--- config.mk ---
export PLATFORM = sky130hd
export DESIGN_NAME = mesi_bus_controller
export DESIGN_NICKNAME = d
export VERILOG_FILES = /design/src/rtl/mesi_bus_controller.sv
export SDC_FILE = /design/constraint.sdc
export NUM_CORES = 1
export LEC_CHECK = 0
export BUFFER_PORTS_ARGS = -buffer_cell sky130_fd_sc_hd__buf_4
export CORE_AREA = 10 10 215 217
export CTS_BUF_LIST = sky130_fd_sc_hd__clkbuf_2 sky130_fd_sc_hd__clkbuf_4 sky130_fd_sc_hd__clkbuf_8
export DETAILED_ROUTE_END_ITERATION = 8
export DIE_AREA = 0 0 225 227
export HOLD_SLACK_MARGIN = 0.15
export PLACE_DENSITY = 0.7
export SLEW_MARGIN = 15
export SYNTH_ARGS = -nofsm -noshare
export SYNTH_HDL_FRONTEND = slang
export SYNTH_SLANG_ARGS = --single-unit
export TNS_END_PERCENT = 20
--- constraint.sdc ---
create_clock -name CLK -period 2.4 [get_ports CLK]
set_input_delay 0.36 -clock CLK [delete_from_list [all_inputs] [get_ports CLK]]
set_output_delay 0.36 -clock CLK [all_outputs]
set_load 0.005 [all_outputs]
--- src/rtl/mesi_bus_controller.sv ---
// MESI shared-bus responder: arbitrates CPU block requests, snoops peers,
// sources data by cache-to-cache transfer or from L2, writes back dirty data.
module mesi_bus_controller #(
  parameter int N_CPUS     = 2,
  parameter int BLOCK_SIZE = 2,
  parameter int ADDR_WIDTH = 32
) (
  input  logic                                CLK,
  input  logic                                RST,
  input  logic [N_CPUS-1:0]                   dREN,
  input  logic [N_CPUS-1:0]                   dWEN,
  input  logic [N_CPUS-1:0]                   ccwrite,
  input  logic [N_CPUS*ADDR_WIDTH-1:0]        daddr,
  input  logic [N_CPUS*32*BLOCK_SIZE-1:0]     dstore,
  input  logic [N_CPUS-1:0]                   ccsnoopdone,
  input  logic [N_CPUS-1:0]                   ccsnoophit,
  input  logic [N_CPUS-1:0]                   ccdirty,
  output logic [N_CPUS-1:0]                   dwait,
  output logic [N_CPUS*32*BLOCK_SIZE-1:0]     dload,
  output logic [N_CPUS-1:0]                   ccwait,
  output logic [N_CPUS-1:0]                   ccinv,
  output logic [N_CPUS*ADDR_WIDTH-1:0]        ccsnoopaddr,
  output logic [N_CPUS-1:0]                   ccexclusive,
  output logic [ADDR_WIDTH-1:0]               l2_addr,
  output logic                                l2_ren,
  output logic                                l2_wen,
  output logic [32*BLOCK_SIZE-1:0]            l2_store,
  input  logic [32*BLOCK_SIZE-1:0]            l2_load,
  input  logic                                l2_busy
);

  localparam int BW = 32 * BLOCK_SIZE;
  localparam int PW = (N_CPUS > 1) ? $clog2(N_CPUS) : 1;
  localparam int NA = 1 << PW;

  typedef enum logic [2:0] {
    IDLE, ARB, SNOOP, XFER_WB, MEM_RD, MEM_WR, DONE
  } state_t;

  state_t                  r_state;
  logic [PW-1:0]           r_rr;
  logic [PW-1:0]           r_id;
  logic [ADDR_WIDTH-1:0]   r_addr;
  logic                    r_ccw;
  logic [BW-1:0]           r_block;
  logic [N_CPUS-1:0]       r_sdone;
  logic [N_CPUS-1:0]       r_shit;
  logic [N_CPUS-1:0]       r_sdirty;
  logic [N_CPUS-1:0]       r_dwait;
  logic [BW-1:0]           r_dload;
  logic [N_CPUS-1:0]       r_ccwait;
  logic [N_CPUS-1:0]       r_ccinv;
  logic [N_CPUS-1:0]       r_ccexcl;
  logic [ADDR_WIDTH-1:0]   r_snaddr;
  logic [ADDR_WIDTH-1:0]   r_l2_addr;
  logic                    r_l2_ren;
  logic                    r_l2_wen;
  logic [BW-1:0]           r_l2_store;

  logic [N_CPUS-1:0]       w_req;
  logic                    w_found;
  logic [PW-1:0]           w_gnt;
  logic [N_CPUS-1:0]       w_gmask;
  logic [N_CPUS-1:0]       w_idmask;
  logic [ADDR_WIDTH-1:0]   w_addr_a [NA];
  logic [BW-1:0]           w_data_a [NA];
  logic [N_CPUS-1:0]       w_sdone;
  logic [N_CPUS-1:0]       w_shit;
  logic [N_CPUS-1:0]       w_sdirty;
  logic [N_CPUS-1:0]       w_hits;
  logic                    w_alldone;
  logic                    w_anyhit;
  logic [PW-1:0]           w_sup;
  logic                    w_supdirty;
  logic                    w_fin;
  logic [BW-1:0]           w_fin_blk;
  logic                    w_fin_excl;

  assign w_req       = dREN | dWEN;
  assign dwait       = r_dwait;
  assign dload       = {N_CPUS{r_dload}};
  assign ccwait      = r_ccwait;
  assign ccinv       = r_ccinv;
  assign ccsnoopaddr = {N_CPUS{r_snaddr}};
  assign ccexclusive = r_ccexcl;
  assign l2_addr     = r_l2_addr;
  assign l2_ren      = r_l2_ren;
  assign l2_wen      = r_l2_wen;
  assign l2_store    = r_l2_store;

  // Unpack per-CPU address and data buses into indexable arrays
  always_comb begin
    for (int i = 0; i < NA; i++) begin
      w_addr_a[i] = '0;
      w_data_a[i] = '0;
    end
    for (int i = 0; i < N_CPUS; i++) begin
      w_addr_a[i] = daddr[i*ADDR_WIDTH +: ADDR_WIDTH];
      w_data_a[i] = dstore[i*BW +: BW];
    end
  end

  // Round-robin grant: first requester at or after r_rr, then wrap
  always_comb begin
    w_found = 1'b0;
    w_gnt   = '0;
    for (int i = 0; i < N_CPUS; i++) begin
      if (!w_found && w_req[i] && i >= int'(r_rr)) begin
        w_found = 1'b1;
        w_gnt   = PW'(i);
      end
    end
    for (int i = 0; i < N_CPUS; i++) begin
      if (!w_found && w_req[i]) begin
        w_found = 1'b1;
        w_gnt   = PW'(i);
      end
    end
  end

  // Snoop bookkeeping: sticky responses and lowest-index supplier
  always_comb begin
    for (int i = 0; i < N_CPUS; i++) begin
      w_gmask[i]  = (PW'(i) == w_gnt);
      w_idmask[i] = (PW'(i) == r_id);
    end
    w_sdone    = r_sdone | ccsnoopdone;
    w_shit     = r_shit | (ccsnoopdone & ccsnoophit);
    w_sdirty   = r_sdirty | (ccsnoopdone & ccdirty);
    w_alldone  = &(w_sdone | w_idmask);
    w_hits     = w_shit & ~w_idmask;
    w_anyhit   = |w_hits;
    w_sup      = '0;
    for (int i = N_CPUS - 1; i >= 0; i--) begin
      if (w_hits[i]) w_sup = PW'(i);
    end
    w_supdirty = w_sdirty[w_sup];
  end

  // Completion condition and the block/exclusive values it delivers
  always_comb begin
    w_fin      = 1'b0;
    w_fin_blk  = r_block;
    w_fin_excl = 1'b0;
    case (r_state)
      SNOOP: begin
        if (w_alldone && w_anyhit && !(w_supdirty && !r_ccw)) begin
          w_fin     = 1'b1;
          w_fin_blk = w_data_a[w_sup];
        end
      end
      XFER_WB, MEM_WR: w_fin = !l2_busy;
      MEM_RD: begin
        w_fin      = !l2_busy;
        w_fin_blk  = l2_load;
        w_fin_excl = 1'b1;
      end
      default: ;
    endcase
  end

  // Bus FSM with registered outputs
  always_ff @(posedge CLK) begin
    if (RST) begin
      r_state    <= IDLE;
      r_rr       <= '0;
      r_id       <= '0;
      r_addr     <= '0;
      r_ccw      <= 1'b0;
      r_block    <= '0;
      r_sdone    <= '0;
      r_shit     <= '0;
      r_sdirty   <= '0;
      r_dwait    <= '1;
      r_dload    <= '0;
      r_ccwait   <= '0;
      r_ccinv    <= '0;
      r_ccexcl   <= '0;
      r_snaddr   <= '0;
      r_l2_addr  <= '0;
      r_l2_ren   <= 1'b0;
      r_l2_wen   <= 1'b0;
      r_l2_store <= '0;
    end else begin
      r_dwait  <= '1;
      r_ccexcl <= '0;
      case (r_state)
        IDLE: begin
          if (|w_req) r_state <= ARB;
        end
        ARB: begin
          if (!w_found) begin
            r_state <= IDLE;
          end else begin
            r_id     <= w_gnt;
            r_addr   <= w_addr_a[w_gnt];
            r_ccw    <= ccwrite[w_gnt];
            r_sdone  <= '0;
            r_shit   <= '0;
            r_sdirty <= '0;
            if (int'(w_gnt) == N_CPUS - 1) r_rr <= '0;
            else                           r_rr <= w_gnt + 1'b1;
            if (dWEN[w_gnt]) begin
              r_state    <= MEM_WR;
              r_l2_wen   <= 1'b1;
              r_l2_addr  <= w_addr_a[w_gnt];
              r_l2_store <= w_data_a[w_gnt];
            end else if (N_CPUS == 1) begin
              r_state   <= MEM_RD;
              r_l2_ren  <= 1'b1;
              r_l2_addr <= w_addr_a[w_gnt];
            end else begin
              r_state  <= SNOOP;
              r_ccwait <= ~w_gmask;
              r_ccinv  <= ccwrite[w_gnt] ? ~w_gmask : '0;
              r_snaddr <= w_addr_a[w_gnt];
            end
          end
        end
        SNOOP: begin
          r_sdone  <= w_sdone;
          r_shit   <= w_shit;
          r_sdirty <= w_sdirty;
          if (w_alldone) begin
            if (!w_anyhit) begin
              r_state   <= MEM_RD;
              r_l2_ren  <= 1'b1;
              r_l2_addr <= r_addr;
            end else begin
              r_block <= w_data_a[w_sup];
              if (w_supdirty && !r_ccw) begin
                r_state    <= XFER_WB;
                r_l2_wen   <= 1'b1;
                r_l2_addr  <= r_addr;
                r_l2_store <= w_data_a[w_sup];
              end
            end
          end
        end
        MEM_RD: begin
          if (!l2_busy) r_block <= l2_load;
        end
        XFER_WB, MEM_WR: ;
        DONE: begin
          r_state  <= IDLE;
          r_ccwait <= '0;
          r_ccinv  <= '0;
        end
        default: r_state <= IDLE;
      endcase
      if (w_fin) begin
        r_state  <= DONE;
        r_dwait  <= ~w_idmask;
        r_dload  <= w_fin_blk;
        r_ccexcl <= w_fin_excl ? w_idmask : '0;
        r_ccwait <= '0;
        r_ccinv  <= '0;
        r_l2_ren <= 1'b0;
        r_l2_wen <= 1'b0;
      end
    end
  end

endmodule

==> results by group <==
Power
  – Power Density: ~970 nW/um^2
  – Clock power share: 22.8%
  – Combinational fraction of design power: ~43%
  – Worst ir drop on vdd: just over 0.5 mV
  – Sw frac: a little under two fifths
  – Net Sw Power: between 8000 and 9000 uW
  – Flop pwr share: between 30 and 40%
  – P_leak: between 0.009 and 0.01 uW
  – Internal: roughly 14000 uW

Synthesis
  – Syn Area/Cell: around 8.6 um^2
  – Compound-Gate Fraction of Synth Area: about a quarter
  – Post-synth EDFFs: 0
  – Synth warn: 0
  – Area leader, netlist: dfxtp_1
  – Synth Instances: 1716
  – Synthesized-area fraction occupied by adder cells: 0%
  – Seq/Total Area, Yosys: roughly two fifths
  – Yosys reg bits: 310
  – Synthesized cell area: ~15000 um^2
  – Main combinational cell family by area after synthesis: compound AO/OA/AOI/OAI gates
  – Syn_nets: approximately 2000
  – Mux cell area share after synthesis: 10.91%
  – Synth top area share: roughly two fifths
  – Synth cell types: between 50 and 60
  – Synth Area in Simple Gates: between 10% and 20%
  – Async S/R FF share, synth: 0%
  – Top cells by area, synth: dfxtp_1 42%, mux2i_1 11%, nand2_1 6.7%, a211oi_1 6.5%, a21oi_1 5.8%
  – Ys flop type: dfxtp_1
  – XOR/XNOR share of the synthesized area: 0%

Detailed routing
  – Vias: ~16000
  – DRT antenna net count: 0
  – WL/cell: just over 20 um
  – Routed wire length: roughly 60000 um
  – Drt drc: 0
  – DR iter-0 viols: just under 1000
  – Vias per cell: around 5.3
  – DRT Pass-1 Iters: 5

Finish
  – P&R area growth vs syn: 52.52%
  – Finished Layout Cells: between 2000 and 3000
  – Layout cells sized above 1: between 30% and 40%
  – Layout fillers: about 3500
  – Post-layout net count: between 2000 and 3000

Floorplan
  – Die Span X: around 230 um
  – # rows: 75
  – Core Region: 41760 um^2
  – I/O pins: between 500 and 600
  – Die H: between 200 and 250 um
  – Starting density of the core: 35.46%
  – Die area: 51080 um^2

Placed design
  – Worst slack, placed: roughly 0.028 ns
  – Placed Instances: around 2700
  – Dpl hpwl: 41240 um
  – Port bufs: between 500 and 600
  – RePlAce Congestion: 0.8758

Worst setup path
  – Crit Path Max Fanout: 29
  – CP delay by family, top: buffers and inverters
  – Slowest-stage cell, CP: dlygate4sd3_1
  – Most used cell, CP: buf_4
  – Startpoint Class: input pin
  – Worst path required time: about 2.9 ns
  – Buf+Inv Stages, Crit Path: 5
  – WP data arrival: approximately 2.8 ns
  – Slowest stage delay, CP: 0.53 ns
  – Worst-path cell chain: dlygate4sd3_1 > buf_4 > a21oi_1 > buf_4 > nor2_4 > buf_12 > buf_4 > mux2i_1 > o21ai_0 > a21oi_1 > o2bb2ai_2
  – Worst setup path class: input pin to flip-flop
  – Crit end category: flip-flop

Clock tree
  – H-tree depth: 2
  – Insertion delay to the later sink of the worst-skew pair: slightly above 0.6 ns
  – Cts bufs inserted: 54
  – Worst-path clk slew: around 0.06 ns
  – CTS Root Cell: clkbuf_8
  – CTS Buffer Depth: 3
  – Sink Count: 310
  – CTS tree: built

STA
  – Worst slew pin tran: 0.6402 ns
  – Tcrit/Tclk final: ~95%
  – Hold Vio Cnt, Final: 0
  – RSZ-0062 raised after global routing: no
  – Clock Skew: around 0.024 ns
  – Number of setup violations in the final report: 0
  – PnR worst setup slack: 0.1191 ns
  – Slew Limit Headroom: around 57%
  – Slew Viols, Final: 0
  – Final min period: about 2.3 ns
  – Peak Freq: roughly 440 MHz
  – Worst hold margin: around 0.21 ns
  – Setup TNS: 0 ns

Global routing
  – Initial antenna violation count: 4
  – Vias in the first global route: about 16000
  – All-Layer GR Usage: ~22%
  – GR Overflow Total: 0
  – First-pass GRT wire length: just over 90000 um
  – Largest net degree at the start of global routing: approximately 110

Outcome
  – Status: complete, no violations

Worst hold path
  – Hold Path Class: input pin to flip-flop

Run
  – Max cap viols: 0
-- stage by stage --
| stage | instance area [um^2] | util, % | total power, uW |
|---|---|---|---|
| floorplan | 14810 | - | 12540 |
| global placement | 19310 | 46.24 | 16260 |
| detailed placement | 19310 | 46.24 | 16500 |
| CTS | 22490 | 53.85 | 21870 |
| global route | 22580 | 54.08 | 23330 |
| finish | 22590 | 54.09 | 21990 |
-- path summary, 6_finish.rpt --
check | start | end | slack, ns | depth (start not counted)
worst min register to register | l2_addr[25] | l2_addr[25] | 0.45 | 2
worst min-delay path | daddr[8] | r_snaddr[8] | 0.21 | 3
worst max register to register | r_state[1] | r_dload[39] | 0.15 | 8
worst max-delay path | ccsnoopdone[1] | r_dload[17] | 0.12 | 11
-- area by class of cell --
| type | instances | area [um^2] | share of cell area (%) |
|---|---|---|---|
| multi-input cells | 1162 | 7332 | 32.46 |
| repair buffers | 855 | 7241 | 32.06 |
| flip-flops and latches | 310 | 6207 | 27.48 |
| clock buffers | 84 | 1050 | 4.648 |
| well taps | 539 | 674.4 | 2.986 |
| clock inverters | 6 | 57.56 | 0.2548 |
| diodes | 5 | 12.51 | 0.05540 |
| inverters | 3 | 11.26 | 0.04986 |
-- power by group through the flow --
stage,Combinational [uW],Sequential [uW],Clock (uW)
after floorplan,5190,7350,0
after global placement,8790,7470,0
after detailed placement,8980,7520,0
after CTS,9300,7430,5140
after global routing,10400,7600,5360
final,9510,7470,5010
-- synth_stat cells (all sizes together) (2+ instances only) --
master	count
nor3b	2
o22ai	2
a211o	2
nor2	159
buf	171
o21ai	130
o211ai	32
inv	3
a31oi	2
a211oi	129
a21o	2
a32oi	6
clkbuf	70
o21a	2
mux2i	161
or3	2
a21oi	173
nor2b	5
a22oi	5
nand2b	3
o2bb2ai	64
nand2	263
nor3	3
dfxtp	310
-- tightest hold or removal path, delay by kind of cell --
kind / cells / cell delay [ns]
AOI/OAI and AO/OA: 1 / 0.22
buffers and inverters: 1 / 0.07
muxes: 1 / 0.10
-- cell families after synthesis --
kind of cell / Yosys count
AOI/OAI and AO/OA: 556
buffers and inverters: 244
muxes: 161
DFF: 310
and+or+nand+nor: 445
-- flip-flops by register name, summed over array words and instances, names as in the netlist, 3 cells and up --
signal,count
r_dload,64
r_addr,32
r_snaddr,32
r_block,64
l2_addr,32
r_state,3
l2_store,64
-- placed cells by master, fill, tap and decap left out, types with 2 or more instances in the layout --
| cell type | count |
|---|---|
| a22oi_1 | 4 |
| o2bb2ai_1 | 15 |
| diode_2 | 5 |
| or3_1 | 2 |
| o211ai_1 | 32 |
| inv_1 | 2 |
| nor2_1 | 158 |
| a31oi_1 | 2 |
| a21oi_1 | 170 |
| clkbuf_8 | 67 |
| nor2b_1 | 4 |
| buf_6 | 3 |
| a21oi_4 | 3 |
| clkinv_2 | 4 |
| buf_12 | 22 |
| dlygate4sd3_1 | 207 |
| clkbuf_4 | 17 |
| mux2i_1 | 159 |
| buf_4 | 622 |
| a21o_1 | 2 |
| a32oi_1 | 6 |
| o21ai_0 | 129 |
| a211oi_1 | 127 |
| dfxtp_1 | 309 |
| nand2b_1 | 3 |
| o2bb2ai_2 | 49 |
| nand2_1 | 263 |
| mux2i_2 | 2 |
-- layer usage --
| layer | global-route usage [%] | part of all wire (%) | wire, um | vias to the layer above |
|---|---|---|---|---|
| li1 | - | - | - | 7355 |
| met1 | 26.16 | 39 | 23770 | 7420 |
| met2 | 38.44 | 50 | 30480 | 697 |
| met3 | 4.594 | 6.9 | 4160 | 154 |
| met4 | 10.07 | 3.6 | 2182 | 0 |
| met5 | 0 | 0 | 0 | - |
-- timing repair --
action,in CTS,in global routing
resized for setup,0,8
hold buffers,207,0
buffers inserted,0,3
setup endpoints to repair,0,146
hold endpoints to repair,227,0
Note: power is estimated with default switching activity, not from simulation.
